--- src/rtl/alu_issue_stage_if.sv ---
// Issue-stage bus: instruction/operand input side, ALU operand output side and flush.
// master = upstream/downstream environment, slave = the issue stage itself.
interface alu_issue_stage_if;
    logic        in_valid;
    logic        in_ready;
    logic [31:0] in_instr;
    logic [31:0] in_pc;
    logic [31:0] in_rs1_data;
    logic [31:0] in_rs2_data;
    logic        flush;
    logic        out_valid;
    logic        out_ready;
    logic [31:0] alu_data_1;
    logic [31:0] alu_data_2;
    logic [3:0]  alu_op;
    logic [4:0]  out_rd;
    logic        out_reg_write;
    logic        out_mem_read;
    logic        out_mem_write;
    logic [2:0]  out_funct3;
    logic [31:0] out_pc;
    logic        out_illegal;

    modport master (
        output in_valid, in_instr, in_pc, in_rs1_data, in_rs2_data, flush, out_ready,
        input  in_ready, out_valid, alu_data_1, alu_data_2, alu_op, out_rd,
               out_reg_write, out_mem_read, out_mem_write, out_funct3, out_pc, out_illegal
    );

    modport slave (
        input  in_valid, in_instr, in_pc, in_rs1_data, in_rs2_data, flush, out_ready,
        output in_ready, out_valid, alu_data_1, alu_data_2, alu_op, out_rd,
               out_reg_write, out_mem_read, out_mem_write, out_funct3, out_pc, out_illegal
    );
endinterface

--- src/rtl/alu_issue_stage.sv ---
// RV32I decode/issue stage: decodes one instruction into ALU operands, op and sidebands,
// held in a single-entry output register with valid/ready handshake and flush.
module alu_issue_stage #(
    parameter bit ILLEGAL_PASS = 1'b1
) (
    input  logic             clk,
    input  logic             rst,
    alu_issue_stage_if.slave bus
);
    localparam logic [3:0] OP_ADD = 4'd0, OP_SUB = 4'd1, OP_SLL = 4'd2, OP_SLT = 4'd3,
                           OP_SLTU = 4'd4, OP_XOR = 4'd5, OP_SRL = 4'd6, OP_SRA = 4'd7,
                           OP_OR = 4'd8, OP_AND = 4'd9;

    localparam logic [6:0] OPC_OP = 7'b0110011, OPC_OPIMM = 7'b0010011, OPC_LUI = 7'b0110111,
                           OPC_AUIPC = 7'b0010111, OPC_LOAD = 7'b0000011, OPC_STORE = 7'b0100011,
                           OPC_JAL = 7'b1101111, OPC_JALR = 7'b1100111, OPC_BRANCH = 7'b1100011;

    function automatic logic [3:0] f3_op(input logic [2:0] f3, input logic alt);
        case (f3)
            3'b000:  f3_op = alt ? OP_SUB : OP_ADD;
            3'b001:  f3_op = OP_SLL;
            3'b010:  f3_op = OP_SLT;
            3'b011:  f3_op = OP_SLTU;
            3'b100:  f3_op = OP_XOR;
            3'b101:  f3_op = alt ? OP_SRA : OP_SRL;
            3'b110:  f3_op = OP_OR;
            default: f3_op = OP_AND;
        endcase
    endfunction

    logic [31:0] instr;
    logic [6:0]  opcode;
    logic [6:0]  f7;
    logic [2:0]  f3;
    logic [4:0]  rd;
    logic [31:0] imm_i, imm_s, imm_u;

    assign instr  = bus.in_instr;
    assign opcode = instr[6:0];
    assign rd     = instr[11:7];
    assign f3     = instr[14:12];
    assign f7     = instr[31:25];
    assign imm_i  = {{20{instr[31]}}, instr[31:20]};
    assign imm_s  = {{20{instr[31]}}, instr[31:25], instr[11:7]};
    assign imm_u  = {instr[31:12], 12'b0};

    logic [31:0] dec_d1, dec_d2;
    logic [3:0]  dec_op;
    logic        dec_rw, dec_mr, dec_mw, dec_ill;

    always_comb begin
        dec_d1  = bus.in_rs1_data;
        dec_d2  = bus.in_rs2_data;
        dec_op  = OP_ADD;
        dec_rw  = 1'b0;
        dec_mr  = 1'b0;
        dec_mw  = 1'b0;
        dec_ill = 1'b0;
        case (opcode)
            OPC_OP: begin
                dec_rw = 1'b1;
                if (f7 == 7'b0000000 || (f7 == 7'b0100000 && (f3 == 3'b000 || f3 == 3'b101)))
                    dec_op = f3_op(f3, f7[5]);
                else
                    dec_ill = 1'b1;
            end
            OPC_OPIMM: begin
                dec_rw = 1'b1;
                dec_d2 = imm_i;
                if (f3 == 3'b001) begin
                    dec_d2  = {27'b0, instr[24:20]};
                    dec_op  = OP_SLL;
                    dec_ill = (f7 != 7'b0000000);
                end else if (f3 == 3'b101) begin
                    dec_d2  = {27'b0, instr[24:20]};
                    dec_op  = f7[5] ? OP_SRA : OP_SRL;
                    dec_ill = !(f7 == 7'b0000000 || f7 == 7'b0100000);
                end else begin
                    dec_op = f3_op(f3, 1'b0);
                end
            end
            OPC_LUI: begin
                dec_d1 = 32'd0;
                dec_d2 = imm_u;
                dec_rw = 1'b1;
            end
            OPC_AUIPC: begin
                dec_d1 = bus.in_pc;
                dec_d2 = imm_u;
                dec_rw = 1'b1;
            end
            OPC_LOAD: begin
                dec_d2 = imm_i;
                dec_mr = 1'b1;
                dec_rw = 1'b1;
            end
            OPC_STORE: begin
                dec_d2 = imm_s;
                dec_mw = 1'b1;
            end
            OPC_JAL, OPC_JALR: begin
                dec_d1 = bus.in_pc;
                dec_d2 = 32'd4;
                dec_rw = 1'b1;
            end
            OPC_BRANCH: begin
                case (f3[2:1])
                    2'b00:   dec_op = OP_SUB;
                    2'b10:   dec_op = OP_SLT;
                    2'b11:   dec_op = OP_SLTU;
                    default: dec_ill = 1'b1;
                endcase
            end
            default: dec_ill = 1'b1;
        endcase
        // An illegal entry carries a neutral ADD 0+0 with every side effect disabled.
        if (dec_ill) begin
            dec_op = OP_ADD;
            dec_d1 = 32'd0;
            dec_d2 = 32'd0;
            dec_rw = 1'b0;
            dec_mr = 1'b0;
            dec_mw = 1'b0;
        end
        if (rd == 5'd0)
            dec_rw = 1'b0;
    end

    // Handshake: a beat moves on a side when valid && ready are both high at the rising
    // edge; in_ready = !out_valid || out_ready; flush kills the held entry and same-cycle input.
    logic        valid_q;
    logic        ready;
    logic        keep;

    assign ready = !valid_q || bus.out_ready;
    assign keep  = bus.in_valid && (ILLEGAL_PASS || !dec_ill);

    always_ff @(posedge clk) begin
        if (rst) begin
            valid_q           <= 1'b0;
            bus.alu_data_1    <= 32'd0;
            bus.alu_data_2    <= 32'd0;
            bus.alu_op        <= OP_ADD;
            bus.out_rd        <= 5'd0;
            bus.out_reg_write <= 1'b0;
            bus.out_mem_read  <= 1'b0;
            bus.out_mem_write <= 1'b0;
            bus.out_funct3    <= 3'd0;
            bus.out_pc        <= 32'd0;
            bus.out_illegal   <= 1'b0;
        end else if (bus.flush) begin
            valid_q <= 1'b0;
        end else if (ready) begin
            valid_q <= keep;
            if (keep) begin
                bus.alu_data_1    <= dec_d1;
                bus.alu_data_2    <= dec_d2;
                bus.alu_op        <= dec_op;
                bus.out_rd        <= rd;
                bus.out_reg_write <= dec_rw;
                bus.out_mem_read  <= dec_mr;
                bus.out_mem_write <= dec_mw;
                bus.out_funct3    <= f3;
                bus.out_pc        <= bus.in_pc;
                bus.out_illegal   <= dec_ill;
            end
        end
    end

    assign bus.out_valid = valid_q;
    assign bus.in_ready  = ready;
endmodule

--- src/flat_wrapper.sv ---
// flat-port wrapper written by rule: the top's interface ports become plain ports
module alu_issue_stage_flat 
#(
    parameter bit ILLEGAL_PASS = 1'b1
)
  (clk, rst, bus_in_valid, bus_in_instr, bus_in_pc, bus_in_rs1_data, bus_in_rs2_data, bus_flush, bus_out_ready, bus_in_ready, bus_out_valid, bus_alu_data_1, bus_alu_data_2, bus_alu_op, bus_out_rd, bus_out_reg_write, bus_out_mem_read, bus_out_mem_write, bus_out_funct3, bus_out_pc, bus_out_illegal);
  alu_issue_stage_if bus_i ();
  input  logic clk;
  input  logic rst;
  input wire logic [$bits(bus_i.in_valid)-1:0] bus_in_valid;
  input wire logic [$bits(bus_i.in_instr)-1:0] bus_in_instr;
  input wire logic [$bits(bus_i.in_pc)-1:0] bus_in_pc;
  input wire logic [$bits(bus_i.in_rs1_data)-1:0] bus_in_rs1_data;
  input wire logic [$bits(bus_i.in_rs2_data)-1:0] bus_in_rs2_data;
  input wire logic [$bits(bus_i.flush)-1:0] bus_flush;
  input wire logic [$bits(bus_i.out_ready)-1:0] bus_out_ready;
  output wire logic [$bits(bus_i.in_ready)-1:0] bus_in_ready;
  output wire logic [$bits(bus_i.out_valid)-1:0] bus_out_valid;
  output wire logic [$bits(bus_i.alu_data_1)-1:0] bus_alu_data_1;
  output wire logic [$bits(bus_i.alu_data_2)-1:0] bus_alu_data_2;
  output wire logic [$bits(bus_i.alu_op)-1:0] bus_alu_op;
  output wire logic [$bits(bus_i.out_rd)-1:0] bus_out_rd;
  output wire logic [$bits(bus_i.out_reg_write)-1:0] bus_out_reg_write;
  output wire logic [$bits(bus_i.out_mem_read)-1:0] bus_out_mem_read;
  output wire logic [$bits(bus_i.out_mem_write)-1:0] bus_out_mem_write;
  output wire logic [$bits(bus_i.out_funct3)-1:0] bus_out_funct3;
  output wire logic [$bits(bus_i.out_pc)-1:0] bus_out_pc;
  output wire logic [$bits(bus_i.out_illegal)-1:0] bus_out_illegal;
  assign bus_i.in_valid = bus_in_valid;
  assign bus_i.in_instr = bus_in_instr;
  assign bus_i.in_pc = bus_in_pc;
  assign bus_i.in_rs1_data = bus_in_rs1_data;
  assign bus_i.in_rs2_data = bus_in_rs2_data;
  assign bus_i.flush = bus_flush;
  assign bus_i.out_ready = bus_out_ready;
  assign bus_in_ready = bus_i.in_ready;
  assign bus_out_valid = bus_i.out_valid;
  assign bus_alu_data_1 = bus_i.alu_data_1;
  assign bus_alu_data_2 = bus_i.alu_data_2;
  assign bus_alu_op = bus_i.alu_op;
  assign bus_out_rd = bus_i.out_rd;
  assign bus_out_reg_write = bus_i.out_reg_write;
  assign bus_out_mem_read = bus_i.out_mem_read;
  assign bus_out_mem_write = bus_i.out_mem_write;
  assign bus_out_funct3 = bus_i.out_funct3;
  assign bus_out_pc = bus_i.out_pc;
  assign bus_out_illegal = bus_i.out_illegal;
  alu_issue_stage #(.ILLEGAL_PASS(ILLEGAL_PASS)) u_core (.clk(clk), .rst(rst), .bus(bus_i));
endmodule
--- config.mk ---
export PLATFORM = sky130hd
export DESIGN_NAME = alu_issue_stage_flat
export DESIGN_NICKNAME = d
export VERILOG_FILES = /design/src/rtl/alu_issue_stage_if.sv /design/src/rtl/alu_issue_stage.sv /design/src/flat_wrapper.sv
export SDC_FILE = /design/constraint.sdc
export NUM_CORES = 1
export LEC_CHECK = 0
export ABC_CLOCK_PERIOD_IN_PS = 5800
export BUFFER_PORTS_ARGS = -buffer_cell sky130_fd_sc_hd__buf_2
export CAP_MARGIN = 0
export CORE_UTILIZATION = 30
export DETAILED_ROUTE_END_ITERATION = 6
export GPL_ROUTABILITY_DRIVEN = 1
export GPL_TIMING_DRIVEN = 0
export PLACE_DENSITY = 0.58
export SYNTH_ARGS = -nofsm -noshare
export SYNTH_HDL_FRONTEND = slang
export SYNTH_SLANG_ARGS = --single-unit
export TNS_END_PERCENT = 1
--- constraint.sdc ---
create_clock -name clk -period 5.8 [get_ports clk]
set_input_delay 1.16 -clock clk [delete_from_list [all_inputs] [get_ports clk]]
set_output_delay 1.16 -clock clk [all_outputs]
set_load 0.02 [all_outputs]
==> impl_results.html <==
<table>
<tr><th>Metric</th><th>Value</th></tr>
<tr><th colspan="2">Synthesis</th></tr>
<tr><td>Number of flops mapped to enable cells by yosys</td><td>0</td></tr>
<tr><td>Count of different cell masters after synthesis</td><td>51</td></tr>
<tr><td>XOR/XNOR share of the synthesized area</td><td>0%</td></tr>
<tr><td>Synth Warn #</td><td>0</td></tr>
<tr><td>Post-synthesis compound-gate area fraction</td><td>29.14%</td></tr>
<tr><td>Adder and majority cell fraction of the synthesized area</td><td>0%</td></tr>
<tr><td>Mapped Nets</td><td>731</td></tr>
<tr><td>Combinational family with the most area after synthesis</td><td>compound AO/OA/AOI/OAI gates</td></tr>
<tr><td>Sequential share of the synthesized area</td><td>45.85%</td></tr>
<tr><td>Most used flip-flop cell after synthesis</td><td>dfxtp_1</td></tr>
<tr><td>Area share of the largest cell type after synthesis</td><td>45.85%</td></tr>
<tr><td>Share of cell area taken by muxes after synthesis</td><td>0%</td></tr>
<tr><td>FF+latch count, synth</td><td>113</td></tr>
<tr><td>Proportion of synthesized flip-flops having asynchronous set or reset</td><td>0%</td></tr>
<tr><td>Largest area contributor in the netlist</td><td>dfxtp_1</td></tr>
<tr><td>Post-Synthesis Cell Area</td><td>4933 um2</td></tr>
<tr><td>Simple-gate share of the synthesized area</td><td>19.48%</td></tr>
<tr><td>Gate count of the mapped netlist</td><td>598</td></tr>
<tr><td>Synth area leaders</td><td>dfxtp_1 46%, nand2_1 12%, a32oi_1 6.0%</td></tr>
<tr><td>Avg Cell Area, Syn</td><td>8.250 um2</td></tr>
<tr><th colspan="2">Setup path</th></tr>
<tr><td>Crit Path Max Fanout</td><td>10</td></tr>
<tr><td>End of the worst register-to-register path</td><td>u_core.bus.alu_data_1[14]</td></tr>
<tr><td>Worst Path Arrival</td><td>3.34 ns</td></tr>
<tr><td>Launch point of the worst reg-to-reg path</td><td>u_core.bus.out_valid</td></tr>
<tr><td>Reg2reg setup slack</td><td>3.51 ns</td></tr>
<tr><td>Path depth of the worst reg2reg path</td><td>6</td></tr>
<tr><td>Beginning of the critical path</td><td>bus_in_instr[2]</td></tr>
<tr><td>Category of the worst setup path capture point</td><td>flip-flop</td></tr>
<tr><td>Worst setup path end</td><td>u_core.bus.alu_data_2[12]</td></tr>
<tr><td>Worst Path Required</td><td>6.13 ns</td></tr>
<tr><td>Element type at the critical path start</td><td>input pin</td></tr>
<tr><td>Category of the critical setup timing path</td><td>input pin to flip-flop</td></tr>
<tr><th colspan="2">Global routing</th></tr>
<tr><td>First-pass GRT wire length</td><td>28230 um</td></tr>
<tr><td>GRT Total Usage</td><td>22.35%</td></tr>
<tr><td>Total congestion overflow after global routing</td><td>0</td></tr>
<tr><td>Number of global-route vias before repair</td><td>5158</td></tr>
<tr><td>Number of antenna violations at the first check in global routing</td><td>2</td></tr>
<tr><td>Maximum number of pins on one net before global-route repair</td><td>17</td></tr>
<tr><th colspan="2">Timing</th></tr>
<tr><td>Final Hold Viols</td><td>0</td></tr>
<tr><td>Setup repair after global routing missed its margin</td><td>no</td></tr>
<tr><td>Crit path time final</td><td>3.004 ns</td></tr>
<tr><td>Max Clk Rate</td><td>0.3329 GHz</td></tr>
<tr><td>Total Neg Setup Slack</td><td>0 ns</td></tr>
<tr><td>Relative max-transition margin</td><td>35.36%</td></tr>
<tr><td>Post-route worst setup slack</td><td>2.796 ns</td></tr>
<tr><td>Final setup violation count</td><td>0</td></tr>
<tr><td>Least-Margin Pin Slew</td><td>0.9616 ns</td></tr>
<tr><td>Max Transition Viols Final</td><td>0</td></tr>
<tr><td>Clk_skew</td><td>0.006869 ns</td></tr>
<tr><td>Fin crit share</td><td>51.80%</td></tr>
<tr><th colspan="2">Clock tree</th></tr>
<tr><td>CTS resizes</td><td>0</td></tr>
<tr><td>Maximum number of buffers from clock root to sink</td><td>2</td></tr>
<tr><td>CTS tree</td><td>done</td></tr>
<tr><td>Hold_buf cts</td><td>0</td></tr>
<tr><td>Buffers inserted during post-CTS setup optimization</td><td>0</td></tr>
<tr><td>Clock transition at path regs</td><td>0.06 ns</td></tr>
<tr><td>TritonCTS buffer count</td><td>17</td></tr>
<tr><td>Clock root buffer</td><td>clkbuf_16</td></tr>
<tr><td>H-tree level count</td><td>4</td></tr>
<tr><td>Clock Sink Count</td><td>113</td></tr>
<tr><td>Later-pin clock latency in the skew report</td><td>0.41 ns</td></tr>
<tr><th colspan="2">Final layout</th></tr>
<tr><td>Layout cell share with drive strength beyond 1</td><td>36.73%</td></tr>
<tr><td>Area delta synth-&gt;final</td><td>41.39%</td></tr>
<tr><td>Footprint of the flip-flops and latches</td><td>2262 um2</td></tr>
<tr><td>Area occupied by multi-input gates</td><td>2399 um2</td></tr>
<tr><td>Fill count</td><td>1702</td></tr>
<tr><td>Final net count</td><td>994</td></tr>
<tr><th colspan="2">Routing</th></tr>
<tr><td>Via density</td><td>4.966</td></tr>
<tr><td>Average wire per standard cell</td><td>17.24 um</td></tr>
<tr><td>Routed vias</td><td>5418</td></tr>
<tr><td>ANT nets after route</td><td>0</td></tr>
<tr><td>Sum of routed wire length over all layers</td><td>18800 um</td></tr>
<tr><td>First DRT Iteration DRCs</td><td>272</td></tr>
<tr><td>Detailed-route DRC error count</td><td>0</td></tr>
<tr><td>Length of the first detailed-routing pass in iterations</td><td>6</td></tr>
<tr><th colspan="2">Status</th></tr>
<tr><td>Status</td><td>complete, no violations</td></tr>
<tr><th colspan="2">Floorplanning</th></tr>
<tr><td>Die width</td><td>130.2 um</td></tr>
<tr><td>Die height</td><td>130.2 um</td></tr>
<tr><td>Effective utilization at floorplan</td><td>30.94%</td></tr>
<tr><td>Floorplan die area</td><td>16960 um2</td></tr>
<tr><td>Number of placement rows</td><td>46</td></tr>
<tr><td>Core area</td><td>15940 um2</td></tr>
<tr><td>Io pins</td><td>247</td></tr>
<tr><th colspan="2">Pwr</th></tr>
<tr><td>IR Drop Worst-Case VDD</td><td>178.6 uV</td></tr>
<tr><td>Total power density per cell area</td><td>285.7 nW/um2</td></tr>
<tr><td>Leakage power summed over all cells</td><td>0.003069 uW</td></tr>
<tr><th colspan="2">Place</th></tr>
<tr><td>Total half-perimeter wirelength after legalization and detailed placement</td><td>14670 um</td></tr>
<tr><td>Post-place setup slack</td><td>2.329 ns</td></tr>
<tr><td>Count of buffers inserted at the top-level ports</td><td>244</td></tr>
<tr><td>Final estimated routing congestion in global placement</td><td>0.8342</td></tr>
<tr><th colspan="2">Flow run</th></tr>
<tr><td>Max-cap violations</td><td>0</td></tr>
<tr><th colspan="2">Hold path</th></tr>
<tr><td>Min-delay worst type</td><td>flip-flop to flip-flop</td></tr>
</table>
[registers in the layout, indices dropped and copies added, names as in the netlist]
name and flops:
u_core.bus.out_rd 5, u_core.bus.out_illegal 1, u_core.bus.out_mem_write 1, u_core.bus.out_pc 32, u_core.bus.out_funct3 3, u_core.bus.out_mem_read 1, u_core.bus.out_reg_write 1, u_core.bus.out_valid 1
u_core.bus.alu_data_2 32, u_core.bus.alu_data_1 32, u_core.bus.alu_op 4
[metal layers]
layer  GRT usage (%)  vias to the layer above  routed length, um
met5               0                        -                  0
met1           26.67                     2493               7934
li1                -                     2683                  -
met3           7.831                       23               1727
met4           9.234                        0                365
met2           36.45                      219               8776
[worst min path at each step]
stage          slack [ns]                       from                   endpoint  cells past startpoint
6_report             0.44   u_core.bus.alu_data_1[2]   u_core.bus.alu_data_1[2]                      2
5_1_grt              0.47   u_core.bus.alu_data_2[6]   u_core.bus.alu_data_2[6]                      2
3_5_place_dp         0.44  u_core.bus.alu_data_2[22]  u_core.bus.alu_data_2[22]                      2
4_1_cts              0.45   u_core.bus.alu_data_1[2]   u_core.bus.alu_data_1[2]                      2
3_3_place_gp         0.43  u_core.bus.alu_data_1[21]  u_core.bus.alu_data_1[21]                      2
2_1_floorplan        0.53   u_core.bus.alu_data_1[2]   u_core.bus.alu_data_1[2]                      2
[power breakdown]
group / total (uW) / switching, uW / internal, uW / leakage (uW)
combinational: 223 / 142 / 81.3 / 0.00189
clock: 969 / 381 / 587 / 0.000259
sequential: 802 / 8.20 / 793 / 0.000915
total: 1990 / 531 / 1460 / 0.00307
[final cells by class]
class	count	area share [%]
multi-input combinational	422	34.39
clock buffer	19	6.206
buffer	56	3.534
clock inverter	13	1.650
antenna	1	0.03587
inverter	7	0.3767
tap	216	3.874
timing repair buffer	244	17.51
sequential	113	32.43
[worst max-delay path, stage by stage]
cell and delay [ns]:
buf_2 0.12, clkbuf_1 0.21, nor4_2 0.87, and3_1 0.29, clkbuf_1 0.40, a221oi_1 0.10, o21ai_0 0.17
[layout by cell type (no fill, tap or decap), drive strengths merged, types with 2 or more instances in the layout]
cell / n
nor3b: 3
inv: 8
and2: 5
nand4b: 2
nand2b: 2
o21ai: 75
nand4: 3
a32oi: 34
clkinvlp: 4
o21bai: 2
a21oi: 47
nor4: 2
and3: 4
buf: 254
nor2b: 6
clkbuf: 65
nor3: 6
nor2: 10
a211oi: 3
a22oi: 12
nand3: 2
a221oi: 19
clkinv: 7
nand2: 159
dfxtp: 113
or4: 5
nand3b: 3
o22ai: 5
[synthesized netlist by cell type, types with 2 or more instances]
library cell and number:
o22ai_1 5, clkbuf_2 3, nand2b_1 2, nor3_1 5
dfxtp_1 113, buf_2 2, inv_1 7, and3_1 4
a21oi_1 47, a211oi_1 2, and2_1 4, buf_1 4
nand2_1 159, o21ai_1 2, a221oi_1 19, o21ai_0 43
nand4_1 3, or4_4 2, or4_1 2, o21ai_2 30
nand3_1 2, a22oi_1 12, nor2_1 10, nor2b_1 6
nand3b_1 3, o21bai_1 2, a32oi_1 34, buf_6 4
nand4b_1 2, nor3b_1 2, clkbuf_1 43
[per-stage QoR]
step                instances  cell area, um2  total power [uW]  hold WS, ns  utilization (%)
finish                   1091            6975              1993       0.4448            43.75
global placement         1058            6425              1042       0.4314            40.30
global route             1090            6973              2074       0.4687            43.74
floorplan                 598            4933             931.5       0.5270                -
detailed placement       1058            6425              1043       0.4391            40.30
CTS                      1090            6973              2020       0.4504            43.74
[cell families (layout without fill, tap and decap cells)]
kind of cell | count (synthesis) | count (layout)
compound gates | 207 | 207
simple gates | 215 | 215
flops | 113 | 113
other cells | 0 | 1
buf+inv | 63 | 339
No activity file was read; power rests on OpenSTA's default activity.
